==> src/rtl/scroll_controller_pkg.sv <==
// Shared definitions for the scrolling-message sequencer: FSM state encoding,
// anode window constants and the anode decode helper.
package scroll_controller_pkg;

    typedef enum logic {
        S_MANUAL = 1'b0,
        S_AUTO   = 1'b1
    } scroll_state_t;

    localparam logic [3:0] AN3_ON_HI  = 4'd14;
    localparam logic [3:0] AN3_ON_LO  = 4'd13;
    localparam logic [3:0] AN2_ON_HI  = 4'd11;
    localparam logic [3:0] AN2_ON_LO  = 4'd10;
    localparam logic [3:0] AN1_ON_HI  = 4'd7;
    localparam logic [3:0] AN1_ON_LO  = 4'd6;
    localparam logic [3:0] AN0_ON_HI  = 4'd3;
    localparam logic [3:0] AN0_ON_LO  = 4'd2;
    localparam logic [3:0] ANODES_OFF = 4'b1111;

    // Counts outside every window stay blank so characters never smear across digits.
    function automatic logic [3:0] decode_an(input logic [3:0] cnt);
        logic [3:0] an_v;
        an_v = ANODES_OFF;
        if (cnt <= AN3_ON_HI && cnt >= AN3_ON_LO) begin
            an_v[3] = 1'b0;
        end else if (cnt <= AN2_ON_HI && cnt >= AN2_ON_LO) begin
            an_v[2] = 1'b0;
        end else if (cnt <= AN1_ON_HI && cnt >= AN1_ON_LO) begin
            an_v[1] = 1'b0;
        end else if (cnt <= AN0_ON_HI && cnt >= AN0_ON_LO) begin
            an_v[0] = 1'b0;
        end else begin
            an_v = ANODES_OFF;
        end
        return an_v;
    endfunction

endpackage

==> src/rtl/scroll_controller_rise_edge.sv <==
// Rising-edge detector for a debounced button level. History resets high so a
// button held through reset does not produce a spurious edge.
module rise_edge (
    input  logic clk,
    input  logic reset,
    input  logic in,
    output logic rise
);

    logic in_q_r;

    // Previous-cycle copy of the input level.
    always_ff @(posedge clk) begin
        if (reset) begin
            in_q_r <= 1'b1;
        end else begin
            in_q_r <= in;
        end
    end

    assign rise = in & ~in_q_r;

endmodule

==> src/rtl/scroll_controller.sv <==
// Sequencer for the 4-digit scrolling display: refresh counter, anode enables
// and message base address, stepped manually or automatically at frame boundaries.
module scroll_controller
    import scroll_controller_pkg::*;
#(
    parameter int REFRESH_DIV   = 1024,
    parameter int SCROLL_FRAMES = 64
) (
    input  logic       clk,
    input  logic       reset,
    input  logic       mode_btn,
    input  logic       step_btn,
    input  logic       dir,
    output logic [3:0] anodes_counter,
    output logic [3:0] address,
    output logic [3:0] an,
    output logic       frame_end,
    output logic       auto_mode
);

    localparam int PW = $clog2(REFRESH_DIV);
    localparam int FW = (SCROLL_FRAMES > 1) ? $clog2(SCROLL_FRAMES) : 1;

    logic [PW-1:0] prescaler_r;
    logic [FW-1:0] frame_cnt_r;
    logic [FW-1:0] frame_cnt_nxt_s;
    logic          pending_r;
    logic          pending_nxt_s;
    scroll_state_t state_r;
    scroll_state_t state_nxt_s;
    logic          tick_s;
    logic          apply_s;
    logic          mode_rise_s;
    logic          step_rise_s;

    rise_edge u_mode_edge (
        .clk   (clk),
        .reset (reset),
        .in    (mode_btn),
        .rise  (mode_rise_s)
    );

    rise_edge u_step_edge (
        .clk   (clk),
        .reset (reset),
        .in    (step_btn),
        .rise  (step_rise_s)
    );

    assign tick_s    = (prescaler_r == PW'(REFRESH_DIV - 1));
    assign frame_end = tick_s && (anodes_counter == 4'd0);
    assign an        = decode_an(anodes_counter);
    assign auto_mode = (state_r == S_AUTO);

    // Refresh timing: prescaler and anode phase counter.
    always_ff @(posedge clk) begin
        if (reset) begin
            prescaler_r    <= {PW{1'b0}};
            anodes_counter <= 4'b1111;
        end else if (tick_s) begin
            prescaler_r    <= {PW{1'b0}};
            anodes_counter <= anodes_counter - 4'd1;
        end else begin
            prescaler_r    <= prescaler_r + PW'(1);
            anodes_counter <= anodes_counter;
        end
    end

    // Mode FSM next state, pending request and frame counting; a mode toggle overrides everything.
    always_comb begin
        state_nxt_s     = state_r;
        pending_nxt_s   = pending_r;
        frame_cnt_nxt_s = frame_cnt_r;
        apply_s         = 1'b0;
        if (mode_rise_s) begin
            state_nxt_s     = (state_r == S_AUTO) ? S_MANUAL : S_AUTO;
            pending_nxt_s   = 1'b0;
            frame_cnt_nxt_s = {FW{1'b0}};
        end else begin
            case (state_r)
                S_MANUAL: begin
                    if (frame_end && pending_r) begin
                        apply_s       = 1'b1;
                        pending_nxt_s = step_rise_s;
                    end else if (step_rise_s) begin
                        pending_nxt_s = 1'b1;
                    end else begin
                        pending_nxt_s = pending_r;
                    end
                end
                S_AUTO: begin
                    pending_nxt_s = 1'b0;
                    if (frame_end) begin
                        if (frame_cnt_r == FW'(SCROLL_FRAMES - 1)) begin
                            apply_s         = 1'b1;
                            frame_cnt_nxt_s = {FW{1'b0}};
                        end else begin
                            frame_cnt_nxt_s = frame_cnt_r + FW'(1);
                        end
                    end else begin
                        frame_cnt_nxt_s = frame_cnt_r;
                    end
                end
                default: begin
                    state_nxt_s     = S_MANUAL;
                    pending_nxt_s   = 1'b0;
                    frame_cnt_nxt_s = {FW{1'b0}};
                end
            endcase
        end
    end

    // FSM state, pending flag, frame counter and message address registers.
    always_ff @(posedge clk) begin
        if (reset) begin
            state_r     <= S_MANUAL;
            pending_r   <= 1'b0;
            frame_cnt_r <= {FW{1'b0}};
            address     <= 4'd0;
        end else begin
            state_r     <= state_nxt_s;
            pending_r   <= pending_nxt_s;
            frame_cnt_r <= frame_cnt_nxt_s;
            if (apply_s) begin
                address <= dir ? (address + 4'd1) : (address - 4'd1);
            end else begin
                address <= address;
            end
        end
    end

endmodule
==> config.mk <==
export PLATFORM = sky130hd
export DESIGN_NAME = scroll_controller
export DESIGN_NICKNAME = d
export VERILOG_FILES = /design/src/rtl/scroll_controller_pkg.sv /design/src/rtl/scroll_controller_rise_edge.sv /design/src/rtl/scroll_controller.sv
export SDC_FILE = /design/constraint.sdc
export NUM_CORES = 1
export LEC_CHECK = 0
export BUFFER_PORTS_ARGS = -buffer_cell sky130_fd_sc_hd__buf_2
export CORE_MARGIN = 4
export CORE_UTILIZATION = 40
export DETAILED_ROUTE_END_ITERATION = 8
export PLACE_DENSITY = 0.57
export REMOVE_ABC_BUFFERS = 1
export SLEW_MARGIN = 20
export SYNTH_ARGS = -nofsm -noshare
export SYNTH_HDL_FRONTEND = slang
export SYNTH_SLANG_ARGS = --single-unit
==> constraint.sdc <==
create_clock -name clk -period 3.1 [get_ports clk]
set_clock_uncertainty 0.05 [all_clocks]
set_input_delay 0.62 -clock clk [delete_from_list [all_inputs] [get_ports clk]]
set_output_delay 0.62 -clock clk [all_outputs]
set_load 0.01 [all_outputs]
==> After elaboration in Yosys (flattened, before gate mapping) <==
Index checks and enable logic that the tools add are counted.
{ "op_classes": {"bitwise_logic": 5, "eq_ne": 3, "n_shift": 0, "n_mux": 18, "n_reduce_logical": 10, "order_cmp": 8, "multipliers": 0, "add_sub_neg": 5, "n_div": 0} }
{ "op_table": {"columns": ["cell", "n"], "rows": [
  ["$mux W1", 12],
  ["$add A10 B1 Y10 const B", 1],
  ["$eq A10 B10 Y1 const B", 1],
  ["$ge A4 B4 Y1 const B", 2],
  ["$le A4 B4 Y1 const B", 2],
  ["$sub A4 B1 Y4 const B", 2],
  ["$add A6 B1 Y6 const B", 1],
  ["$eq A6 B6 Y1 const B", 1],
  ["$logic_and A1 B1 Y1", 6],
  ["$mux W6", 1],
  ["$add A4 B1 Y4 const B", 1],
  ["$ge A4 B2 Y1 const B", 1],
  ["$ge A4 B3 Y1 const B", 1],
  ["$le A4 B2 Y1 const B", 1],
  ["$le A4 B3 Y1 const B", 1],
  ["$logic_not A4 Y1", 1],
  ["$mux W4", 1],
  ["$pmux W1 S2", 2],
  ["$reduce_or A2 Y1", 2],
  ["$mux W3", 1],
  ["$ne A3 B3 Y1 const B", 1],
  ["$not A1 Y1", 3],
  ["$and A1 B1 Y1", 2],
  ["$mux W2", 1],
  ["$reduce_and A2 Y1", 1]
]} }
{ "totals": {"reg_bits": 28, "latch_bits": 0, "wordCells": 57, "inputBits": 5, "mem_bits_ro": 0, "memories": 0, "mem_bits_rw": 0} }

==> Logic depth before layout (Yosys ltp) <==
Gate-level depths: netlist of the first run.
{ "logic_depth": {"word_depth": 6, "mapped_depth": 7, "mapped_depth_nobuf": 6} }

==> Hierarchy <==
Synthesis of the first run repeated with hierarchy kept, for this count alone.
{ "unflattened": {"hier_cells": 155, "hier_area_um2": 1401.3} }
{ "by_module_without_submodules": {"columns": ["module", "cells_each", "area_per_inst_um2", "instances"], "rows": [
  ["scroll_controller", 149, 1336.3, 1],
  ["rise_edge", 3, 32.5, 2]
]} }

==> Least setup slack after synthesis of the first run <==
Ideal clock, no wire load.
{ "synth_path": {"path_kind": "input -> register", "startpoint": "input dir", "endpoint": "register address[3]", "stages": 6, "arrival_ns": 2.085, "n_path_buf": 0, "setup_slack_ns": 0.831, "path_cell_list": "inv_1 -> ha_1 -> a21o_1 -> a21o_1 -> a221o_1 -> or4b_1"} }
{ "synth_via": {"elab_chain_len": 1} }
{ "synth_lines": {"columns": ["item", "line_no", "rtl"], "rows": [
  ["from (decl)", "scroll_controller.sv:13", "input logic dir,"],
  ["$mux W4", "scroll_controller.sv:125", "address <= dir ? (address + 4'd1) : (address - 4'd1);"],
  ["to (signal assigned)", "scroll_controller.sv:125", null],
  ["to (signal assigned)", "scroll_controller.sv:127", "address <= address;"],
  ["to (decl)", "scroll_controller.sv:15", "output logic [3:0] address,"]
]} }
Every way passes these cells.
A chain may end at the register's enable or synchronous reset.

==> Worst setup path after layout of the first run <==
{ "layout_path": {"startpoint": "register prescaler_r[0]", "endpoint": "output frame_end"} }
{ "layout_via": {"elab_chain_len": 2} }
{ "layout_lines": {"columns": ["item", "line_no", "rtl"], "rows": [
  ["from (decl)", "scroll_controller.sv:24", "logic [PW-1:0] prescaler_r;"],
  ["from (signal assigned)", "scroll_controller.sv:58", "prescaler_r <= {PW{1'b0}};"],
  ["from (signal assigned)", "scroll_controller.sv:61", "prescaler_r <= {PW{1'b0}};"],
  ["from (signal assigned)", "scroll_controller.sv:64", "prescaler_r <= prescaler_r + PW'(1);"],
  ["$eq A10 B10 Y1", "scroll_controller.sv:50", "assign tick_s = (prescaler_r == PW'(REFRESH_DIV - 1));"],
  ["$logic_and A1 B1 Y1", "scroll_controller.sv:51", "assign frame_end = tick_s && (anodes_counter == 4'd0);"],
  ["to (decl)", "scroll_controller.sv:17", "output logic frame_end,"]
]} }
Every way passes these cells.

==> results of run 1 <==
[cells by family after synthesis]
group | share of synthesized area [%]
fa+ha+maj | 7.306
compound gates | 12.49
xor+xnor | 7.137
simple gates | 29.48
mux | 2.209
buf+inv | 3.313
flops | 38.06
[critical path: stages (launching register included)]
cell and delay, ps:
dfxtp_1 380, ha_1 240, and4_1 330, nand3_1 260, nor2_1 190, buf_2 150
[metrics by stage]
stage | setup WS, ps | util [%] | instance area [µm²]
finish | 592.9 | 47.91 | 1649
CTS | 582.4 | 47.91 | 1649
detailed placement | 608.7 | 46.31 | 1594
global route | 425.6 | 47.91 | 1649
floorplan | 831.0 | - | 1446
global placement | 673.6 | 46.31 | 1594
[worst max path at each step]
stage                                          to  cells after the start
after floorplan           address[3]$_SDFFE_PP0P_                      6
after global placement    address[3]$_SDFFE_PP0P_                      7
after detailed placement  address[3]$_SDFFE_PP0P_                      7
after CTS                               frame_end                      5
after global routing                    frame_end                      5
final                                   frame_end                      5
[routing by layer]
metal  share of wire (%)  GRT usage (%)
met4                 1.2          4.963
met1                  49          17.23
met5                   0              0
met2                  44          21.57
met3                 5.6          2.917
[cell usage in the layout (no fill, tap or decap), types with 2 or more instances in the layout]
cell       count
dfxtp_1       28
buf_2         18
nor2_1        14
a21oi_1        9
nand3_1        8
nand2b_1       8
xor2_1         8
nand2_1        7
ha_1           7
inv_1          6
nand4_1        6
nor2b_1        4
xnor2_1        4
or3_1          4
clkbuf_8       4
and4_1         3
o31ai_1        3
or4_1          3
or2_2          3
o21ai_0        3
or3b_4         2
nand3b_1       2
mux2_2         2
a21o_1         2
a2111oi_0      2
[power groups by stage]
stage | Combinational (µW) | Sequential (µW) | Clock (µW)
finish | 29.2 | 371 | 225
global route | 33.3 | 372 | 249
CTS | 29.8 | 371 | 233
detailed placement | 29.5 | 379 | 0
global placement | 28.6 | 379 | 0
floorplan | 18.3 | 378 | 0
[registers in the layout, indices dropped and copies added (netlist names)]
register	cells
address	4
anodes_counter	4
auto_mode	1
frame_cnt_r	6
pending_r	1
prescaler_r	10
u_mode_edge.in_q_r	1
u_step_edge.in_q_r	1
[final cells by class]
| cell class | instances | area [µm²] |
|---|---|---|
| fillers | 355 | 1793 |
| multi-input cells | 121 | 863.3 |
| flip-flops and latches | 28 | 560.5 |
| repair buffers | 18 | 90.09 |
| well taps | 46 | 57.56 |
| clock buffers | 4 | 55.05 |
| inverters | 6 | 22.52 |
==> reports/qor.csv, run 1 <==
stage,metric,value,unit
run_status,outcome,"complete, no violations",
synthesis,synthesis.instances,161,
clocking,post_cts_buffers,0,
power_and_ir_drop,p_per_area,378.8,nW/µm²
synthesis,yosys_most_used_dff,dfxtp_1,
clocking,worstSkewPairLatency,270,ps
synthesis,ys_top_cells_by_count,"dfxtp_1, nor2_1, a21oi_1",
critical_path,worstPathArrival,1840,ps
route,dr.pass1.iters,4,
sta,slew_viol_final,0,
finish,antenna_cells,0,
power_and_ir_drop,power.internal,492.0,µW
finish,nets,191,
placed_design,place_congestion,0.7763,
synthesis,syn_area_per_cell,9.147,µm²
power_and_ir_drop,finalPower,624.6,µW
worst_hold_path,min_to,prescaler_r[0]$_SDFF_PP0_,
critical_path,timing.rr.start,anodes_counter[1]$_SDFFE_PP1N_,
synthesis,syn_area,1473,µm²
clocking,root_buffer,clkbuf_8,
sta,max_freq,0.3989,GHz
synthesis,yosysTopAreaCell,dfxtp_1,
global_route,grt_pass1_wl,4.843,mm
sta,fin_crit_sh,80.87,%
critical_path,critPathMaxFanout,7,
route,wl,2.834,mm
finish,syn2layout_area_growth,11.98,%
power_and_ir_drop,p_switching,132.6,µW
worst_hold_path,worstHoldStart,prescaler_r[0]$_SDFF_PP0_,
sta,slew_headroom,71.83,%
power_and_ir_drop,p_leak,0.0006451,µW
worst_hold_path,holdPathStages,1,
synthesis,yosysSeqAreaShare,38.06,%
global_route,grt_usage,13.33,%
route,via_per_inst,5.381,
clocking,cts_buffers,3,
synthesis,synth.most_common_cell,dfxtp_1,
floorplan,dieWidth,68.68,µm
floorplan,start_util,42.78,%
placed_design,dp_cells,219,
synthesis,synth_edf_count,0,
critical_path,startpoint_type,flip-flop,
floorplan,core_area,3442,µm²
clocking,cts_tree,yes,
finish,drive_gt1_share,19.21,%
placed_design,hpwl,2.092,mm
route,via_count,1200,
critical_path,r2r_end,address[0]$_SDFFE_PP0P_,
route,wl_per_cell,12.71,µm
finish,layout.cells.non_filler,223,
clocking,cts_resized,0,
synthesis,yosys_warnings,0,
sta,hold_viol_final,0,
worst_hold_path,hold_class,flip-flop to flip-flop,
sta,tns,0,ps
clocking,cts.htree.levels,1,
critical_path,end_kind,primary output,
route,drt_iter0_markers,105,
sta,finalSetupViolations,0,
power_and_ir_drop,p_comb_share,4.7,%
sta,rsz0062_at_grt,false,
synthesis,synth_cell_types,43,
clocking,clk_pin_slew_worst_paths,100,ps
sta,worstMarginPinSlew,411.8,ps
clocking,ctsHoldBuffers,0,
global_route,grt-ovfl-total,0,
floorplan,fp.dieArea,4716,µm²
sta,whs,417.1,ps
critical_path,reg2reg_depth,6,
route,drc,0,
synthesis,yosys.area.top_type_share,38.06,%
global_route,grt_max_degree,24,
floorplan,ios,19,
power_and_ir_drop,switching_share,21.24,%
critical_path,rrSetupSlack,780,ps
power_and_ir_drop,clock_power_share,36.0,%
power_and_ir_drop,ir_worst_vdd,0.2025,mV
placed_design,port_buffers,18,
floorplan,rows,21,
floorplan,fp.dieH,68.68,µm
critical_path,setup.worst_path.start,prescaler_r[0]$_SDFF_PP0_,
power_and_ir_drop,seq_power_share,59.3,%
synthesis,synthTopCellsByArea,"dfxtp_1, ha_1, xor2_1, nor2_1, nand2b_1",
synthesis,ys_ff_latch,28,
run,maxCapViolations,0,
critical_path,crit_type,flip-flop to primary output,
clocking,numClockSinks,28,
synthesis,synthArstFlopShare,0,%
global_route,antenna_found_initial,0,
sta,fin_crit,2507,ps
global_route,grt_pass1_vias,1125,
critical_path,crit_required,2430,ps
clocking,cts_buffer_depth,2,
route,ant_nets,0,
No activity file was read; power rests on OpenSTA's default activity.
==> run 2, diff against run 1 <==
PLACE_DENSITY = 0.59   (was 0.57)
clock period = 2.1 ns   (was 3.1 ns; I/O delays follow)
==> run 2 against run 1 <==
Hold slack worse by 130 ps. Worst setup slack got worse by 540 ps. Via count rose by 6.5%. Wire length increased by 7.5%. Final cell count increased by 11%. Count of clock-buffer cells in the layout is 1 lower. Highest routed layer unchanged. Largest cell class unchanged. Global-route usage is 0.87 points higher.
==> reports/qor.csv, run 2 (synthesis results as in run 1) <==
stage,metric,value,unit,change
clocking,numClockSinks,28,,unchanged
clocking,worstSkewPairLatency,280,ps,was 270 ps
sta,hold_viol_final,0,,unchanged
clocking,cts_buffer_depth,2,,unchanged
critical_path,critPathMaxFanout,4,,was 7
finish,reg_top3,"prescaler_r x10, frame_cnt_r x6",,unchanged
floorplan,core_area,3442,µm²,unchanged
floorplan,rows,21,,unchanged
critical_path,startpoint_type,flip-flop,,unchanged
finish,antenna_cells,0,,unchanged
clocking,cts_tree,yes,,unchanged
global_route,antenna_found_initial,0,,unchanged
floorplan,start_util,42.78,%,unchanged
critical_path,worstPathArrival,2160,ps,was 1840 ps
route,dr.pass1.iters,4,,unchanged
route,met2_length,1.375,mm,was 1.244 mm
placed_design,place_ws,-92.53,ps,was 608.7 ps
finish,final_common_cell,dfxtp_1,,unchanged
critical_path,setup.worst_path.start,anodes_counter[1]$_SDFFE_PP1N_,,was prescaler_r[0]$_SDFF_PP0_
global_route,grt-ovfl-total,0,,unchanged
finish,largest_reg_flops,10,,unchanged
route,drc,0,,unchanged
clocking,clk_pin_slew_worst_paths,90,ps,was 100 ps
critical_path,rrSetupSlack,50,ps,was 780 ps
floorplan,dieWidth,68.68,µm,unchanged
global_route,grt_usage,14.20,%,was 13.33%
global_route,grt_pass1_wl,5.126,mm,was 4.843 mm
floorplan,fp.dieArea,4716,µm²,unchanged
placed_design,dp_cells,238,,was 219
finish,nets,215,,was 191
sta,max_freq,0.4877,GHz,
global_route,grt_max_degree,17,,was 24
route,wl_met3,131,µm,was 159 µm
run,maxCapViolations,0,,unchanged
critical_path,crit_required,2210,ps,was 2430 ps
finish,layout_common_cells,"dfxtp_1, buf_4, buf_2",,"was dfxtp_1, buf_2, nor2_1"
finish,drive_gt1_share,32.84,%,was 19.21%
critical_path,critPathCapture,address[3]$_SDFFE_PP0P_,,was frame_end
route,drt_iter0_markers,73,,was 105
floorplan,fp.dieH,68.68,µm,unchanged
placed_design,port_buffers,18,,unchanged
worst_hold_path,hold_class,primary input to flip-flop,,was flip-flop to flip-flop
clocking,cts.htree.levels,1,,unchanged
placed_design,hpwl,2.289,mm,was 2.092 mm
global_route,grt_pass1_vias,1184,,was 1125
critical_path,end_kind,flip-flop,,was primary output
critical_path,timing.rr.start,anodes_counter[1]$_SDFFE_PP1N_,,unchanged
clocking,root_buffer,clkbuf_8,,unchanged
sta,layout_setup_ws,49.70,ps,was 592.9 ps
floorplan,ios,19,,unchanged
critical_path,reg2reg_depth,6,,unchanged
route,ant_nets,0,,unchanged
power_and_ir_drop,ir_worst_vdd,0.2354,mV,was 0.2025 mV
sta,rsz0062_at_grt,true,,was false
finish,layout.cells.non_filler,247,,was 223
sta,slew_viol_final,0,,unchanged
route,highest_layer,met4,,unchanged
sta,fin_crit_sh,97.63,%,
route,via_count,1278,,was 1200
placed_design,place_congestion,0.8003,,was 0.7763
power_and_ir_drop,p_per_area,540.1,nW/µm²,was 378.8 nW/µm²
sta,fin_crit,2050,ps,
route,wl,3.047,mm,was 2.834 mm
critical_path,r2r_end,address[3]$_SDFFE_PP0P_,,was address[0]$_SDFFE_PP0P_
finish,largest-register,prescaler_r,,unchanged
route,met1_length,1.490,mm,was 1.396 mm
clocking,cts_buffers,3,,unchanged
route,via_per_inst,5.174,,was 5.381
sta,worstMarginPinSlew,379.2,ps,was 411.8 ps
critical_path,crit_type,flip-flop to flip-flop,,was flip-flop to primary output
route,wl_per_cell,12.34,µm,was 12.71 µm
finish,syn2layout_area_growth,28.63,%,was 11.98%
run_status,outcome,"complete, no violations",,unchanged
sta,finalSetupViolations,0,,unchanged
power_and_ir_drop,p_leak,0.0007624,µW,was 0.0006451 µW
sta,slew_headroom,74.07,%,was 71.83%
[run 2: repair_timing]
| action | 4_1_cts | 5_1_grt |
|---|---|---|
| pin swaps | 2 | 7 |
| endpoints found under the setup margin | 4 | 4 |
| buffers inserted | 0 | 5 |
| hold buffers | 0 | 0 |
| resized for setup | 2 | 12 |
[run 2: metal layers]
layer | GRT usage (%) | up-vias
li1 | - | 658
met1 | 18.48 | 596
met2 | 22.88 | 19
met3 | 2.593 | 5
met4 | 5.955 | 0
met5 | 0 | -
[run 2: worst min-delay path by stage]
stage	from	end	slack [ps]	depth (start not counted)
after floorplan	prescaler_r[0]$_SDFF_PP0_	prescaler_r[0]$_SDFF_PP0_	380	1
after global placement	prescaler_r[0]$_SDFF_PP0_	prescaler_r[0]$_SDFF_PP0_	390	1
after detailed placement	prescaler_r[0]$_SDFF_PP0_	prescaler_r[0]$_SDFF_PP0_	400	1
after CTS	mode_btn	u_mode_edge.in_q_r$_SDFF_PP1_	280	2
after global routing	mode_btn	u_mode_edge.in_q_r$_SDFF_PP1_	290	2
final	mode_btn	u_mode_edge.in_q_r$_SDFF_PP1_	290	2
[run 2: worst max-delay path: stages, from the launching register on]
cell and delay [ps]:
dfxtp_2 330, inv_2 70, ha_4 130, or3b_4 380, or3b_4 440, nand3_1 90
or4b_1 430
[run 2: cell type report]
cell class / instances / area, µm²
Fill cell: 328 / 1548
Multi-Input combinational cell: 121 / 903.4
Sequential cell: 28 / 565.5
Timing Repair Buffer: 42 / 274.0
Tap cell: 46 / 57.56
Clock buffer: 3 / 41.29
Clock inverter: 1 / 30.03
Inverter: 6 / 22.52
[run 2: where the power goes]
| part | internal, µW | leakage, µW | switching (µW) |
|---|---|---|---|
| combinational | 26.4 | 0.000500 | 28.3 |
| sequential | 540 | 0.000227 | 5.27 |
| clock | 255 | 0.0000357 | 168 |
[run 2: through the flow]
| step | hold WS, ps | power, µW | cell area, µm² | util (%) | setup TNS (ps) |
|---|---|---|---|---|---|
| floorplan | 376.1 | 585.1 | 1446 | - | -226.3 |
| finish | 287.0 | 1023 | 1894 | 55.03 | 0 |
| CTS | 277.8 | 1038 | 1818 | 52.82 | -26.34 |
| detailed placement | 401.0 | 610.1 | 1737 | 50.45 | -130.6 |
| global route | 291.7 | 1061 | 1894 | 55.03 | -12.07 |
| global placement | 389.6 | 608.5 | 1737 | 50.45 | -39.44 |
==> run 3, diff against run 2 <==
BUFFER_PORTS_ARGS = unset   (was -buffer_cell sky130_fd_sc_hd__buf_2)
DONT_BUFFER_PORTS = 1   (was unset)
PLACE_DENSITY = 0.54   (was 0.59)
==> run 3 against run 2 <==
Critical path depth did not move. Critical endpoint is now address[2]$_SDFFE_PP0P_. Register-to-register slack barely moved. Global-route usage is 0.17 points lower. Highest routed layer unchanged. Maximum frequency up 0.48%. Core utilization is 3.6 points lower. Via count decreased by 7.7%. Worst setup slack better by 9.7 ps. Sequential share of layout area increased by 2.0 points. Hold slack worse by 130 ps. Power down 10%.
==> reports/qor.csv, run 3 (synthesis results as in run 1) <==
stage,metric,value,unit,change
critical_path,startpoint_type,flip-flop,,unchanged
placed_design,place_congestion,0.7506,,was 0.8003
finish,reg_top3,"prescaler_r x10, frame_cnt_r x6",,unchanged
power_and_ir_drop,power.internal,728.4,µW,was 821.9 µW
sta,hold_viol_final,0,,unchanged
floorplan,rows,21,,unchanged
sta,fin_crit,2041,ps,was 2050 ps
route,drt_iter0_markers,54,,was 73
global_route,grt_pass1_wl,5.050,mm,was 5.126 mm
global_route,grt-ovfl-total,0,,unchanged
critical_path,setup.worst_path.start,anodes_counter[0]$_SDFFE_PP1N_,,was anodes_counter[1]$_SDFFE_PP1N_
floorplan,dieWidth,68.68,µm,unchanged
route,dr.pass1.iters,4,,unchanged
finish,antenna_cells,0,,unchanged
power_and_ir_drop,seq_power_share,59.4,%,was 53.3%
clocking,ctsHoldBuffers,0,,unchanged
finish,layout_common_cells,"dfxtp_1, buf_4, nor2_1",,"was dfxtp_1, buf_4, buf_2"
power_and_ir_drop,switching_share,20.61,%,was 19.67%
critical_path,crit_required,2220,ps,was 2210 ps
global_route,grt_max_degree,24,,was 17
finish,largest_reg_flops,10,,unchanged
sta,worstMarginPinSlew,377.0,ps,was 379.2 ps
power_and_ir_drop,p_per_area,518.2,nW/µm²,was 540.1 nW/µm²
placed_design,place_area,1647,µm²,was 1737 µm²
clocking,cts_buffer_depth,2,,unchanged
finish,syn2layout_area_growth,20.22,%,was 28.63%
route,ant_nets,0,,unchanged
run_status,outcome,"complete, no violations",,unchanged
finish,drive_gt1_share,26.11,%,was 32.84%
clocking,worstSkewPairLatency,270,ps,was 280 ps
clocking,root_buffer,clkbuf_8,,unchanged
sta,finalSetupViolations,0,,unchanged
critical_path,crit_type,flip-flop to flip-flop,,unchanged
placed_design,hpwl,2.265,mm,was 2.289 mm
route,via_count,1179,,was 1278
sta,slew_headroom,74.22,%,was 74.07%
global_route,grt_pass1_vias,1127,,was 1184
critical_path,end_kind,flip-flop,,unchanged
clocking,cts.htree.levels,1,,unchanged
clocking,numClockSinks,28,,unchanged
clocking,clk_pin_slew_worst_paths,100,ps,was 90 ps
sta,fin_crit_sh,97.17,%,was 97.63%
critical_path,r2r_end,address[2]$_SDFFE_PP0P_,,was address[3]$_SDFFE_PP0P_
worst_hold_path,min_to,prescaler_r[6]$_SDFF_PP0_,,was u_mode_edge.in_q_r$_SDFF_PP1_
sta,slew_viol_final,0,,unchanged
clocking,cts_tree,yes,,unchanged
clocking,cts_buffers,3,,unchanged
critical_path,rrSetupSlack,60,ps,was 50 ps
critical_path,critPathMaxFanout,4,,unchanged
floorplan,ios,19,,unchanged
power_and_ir_drop,clock_power_share,36.0,%,was 41.3%
worst_hold_path,hold_class,primary input to flip-flop,,unchanged
critical_path,reg2reg_depth,6,,unchanged
global_route,antenna_found_initial,0,,unchanged
run,maxCapViolations,0,,unchanged
worst_hold_path,worstHoldStart,reset,,was mode_btn
floorplan,start_util,42.78,%,unchanged
worst_hold_path,holdPathStages,1,,was 2
placed_design,port_buffers,0,,was 18
global_route,grt_usage,14.02,%,was 14.20%
critical_path,worstPathArrival,2160,ps,about the same
finish,nets,194,,was 215
power_and_ir_drop,ir_worst_vdd,0.2472,mV,was 0.2354 mV
power_and_ir_drop,p_switching,189.1,µW,was 201.2 µW
finish,design_area,1770,µm²,was 1894 µm²
floorplan,fp.dieH,68.68,µm,unchanged
power_and_ir_drop,p_comb_share,4.6,%,was 5.3%
route,wl_per_cell,13.56,µm,was 12.34 µm
critical_path,timing.rr.start,anodes_counter[0]$_SDFFE_PP1N_,,was anodes_counter[1]$_SDFFE_PP1N_
finish,final_common_cell,dfxtp_1,,unchanged
route,wl,3.064,mm,was 3.047 mm
floorplan,core_area,3442,µm²,unchanged
route,via_per_inst,5.217,,was 5.174
power_and_ir_drop,p_leak,0.0006733,µW,was 0.0007624 µW
floorplan,fp.dieArea,4716,µm²,unchanged
power_and_ir_drop,finalPower,917.5,µW,was 1023 µW
finish,largest-register,prescaler_r,,unchanged
sta,max_freq,0.4901,GHz,was 0.4877 GHz
route,drc,0,,unchanged
-- run 3: worst max path at each step --
| stage | cells after the start | end |
|---|---|---|
| final | 6 | address[2]$_SDFFE_PP0P_ |
| after global routing | 6 | address[2]$_SDFFE_PP0P_ |
| after CTS | 5 | frame_end |
| after detailed placement | 6 | address[3]$_SDFFE_PP0P_ |
| after global placement | 6 | address[3]$_SDFFE_PP0P_ |
| after floorplan | 6 | address[0]$_SDFFE_PP0P_ |
-- run 3: repair_timing --
| item | 4_1_cts | 5_1_grt |
|---|---|---|
| pin swaps | 0 | 4 |
| setup buffers | 0 | 2 |
| gates resized for setup | 3 | 13 |
| gates cloned | 0 | 0 |
| endpoints found under the setup margin | 4 | 4 |
-- run 3: critical path: stages, from the launching register on --
cell and delay, ps:
dfxtp_2 340, inv_2 50, ha_2 160, or3b_4 390, or3b_4 440, a21oi_4 190, mux2_4 320
-- run 3: layer usage --
metal | part of all wire, % | routed length [µm] | global-route usage (%)
met1 | 48 | 1460 | 17.57
met4 | 0.91 | 28 | 3.722
met5 | 0 | 0 | 0
met2 | 47 | 1429 | 24.20
met3 | 4.7 | 145 | 2.917
-- run 3: power by group through the flow --
stage	logic (µW)	registers [µW]	clock network (µW)
6_report	42.3	545	331
5_1_grt	47.5	546	369
4_1_cts	42.5	545	348
3_5_place_dp	42.1	557	0
3_3_place_gp	41.0	556	0
2_1_floorplan	27.0	558	0
-- run 3: per-stage QoR --
step                      setup slack, ps  instances  hold WS, ps  TNS (ps)  utilization, %
final                               59.44        226        158.5         0           51.44
after global routing               -19.59        226        142.0    -58.16           51.44
after CTS                          -2.733        224        149.6    -2.733           49.84
after detailed placement           -69.14        220        402.3    -72.37           47.84
after global placement              39.53        220        388.6         0           47.84
after floorplan                    -88.51        155        376.1    -226.3               -
-- run 3: cell type report --
class	instances	area, µm²
inverter	6	22.52
timing repair buffer	21	157.7
clock buffer	4	55.05
multi-input combinational	121	913.4
sequential	28	564.3
fill	338	1672
tap	46	57.56
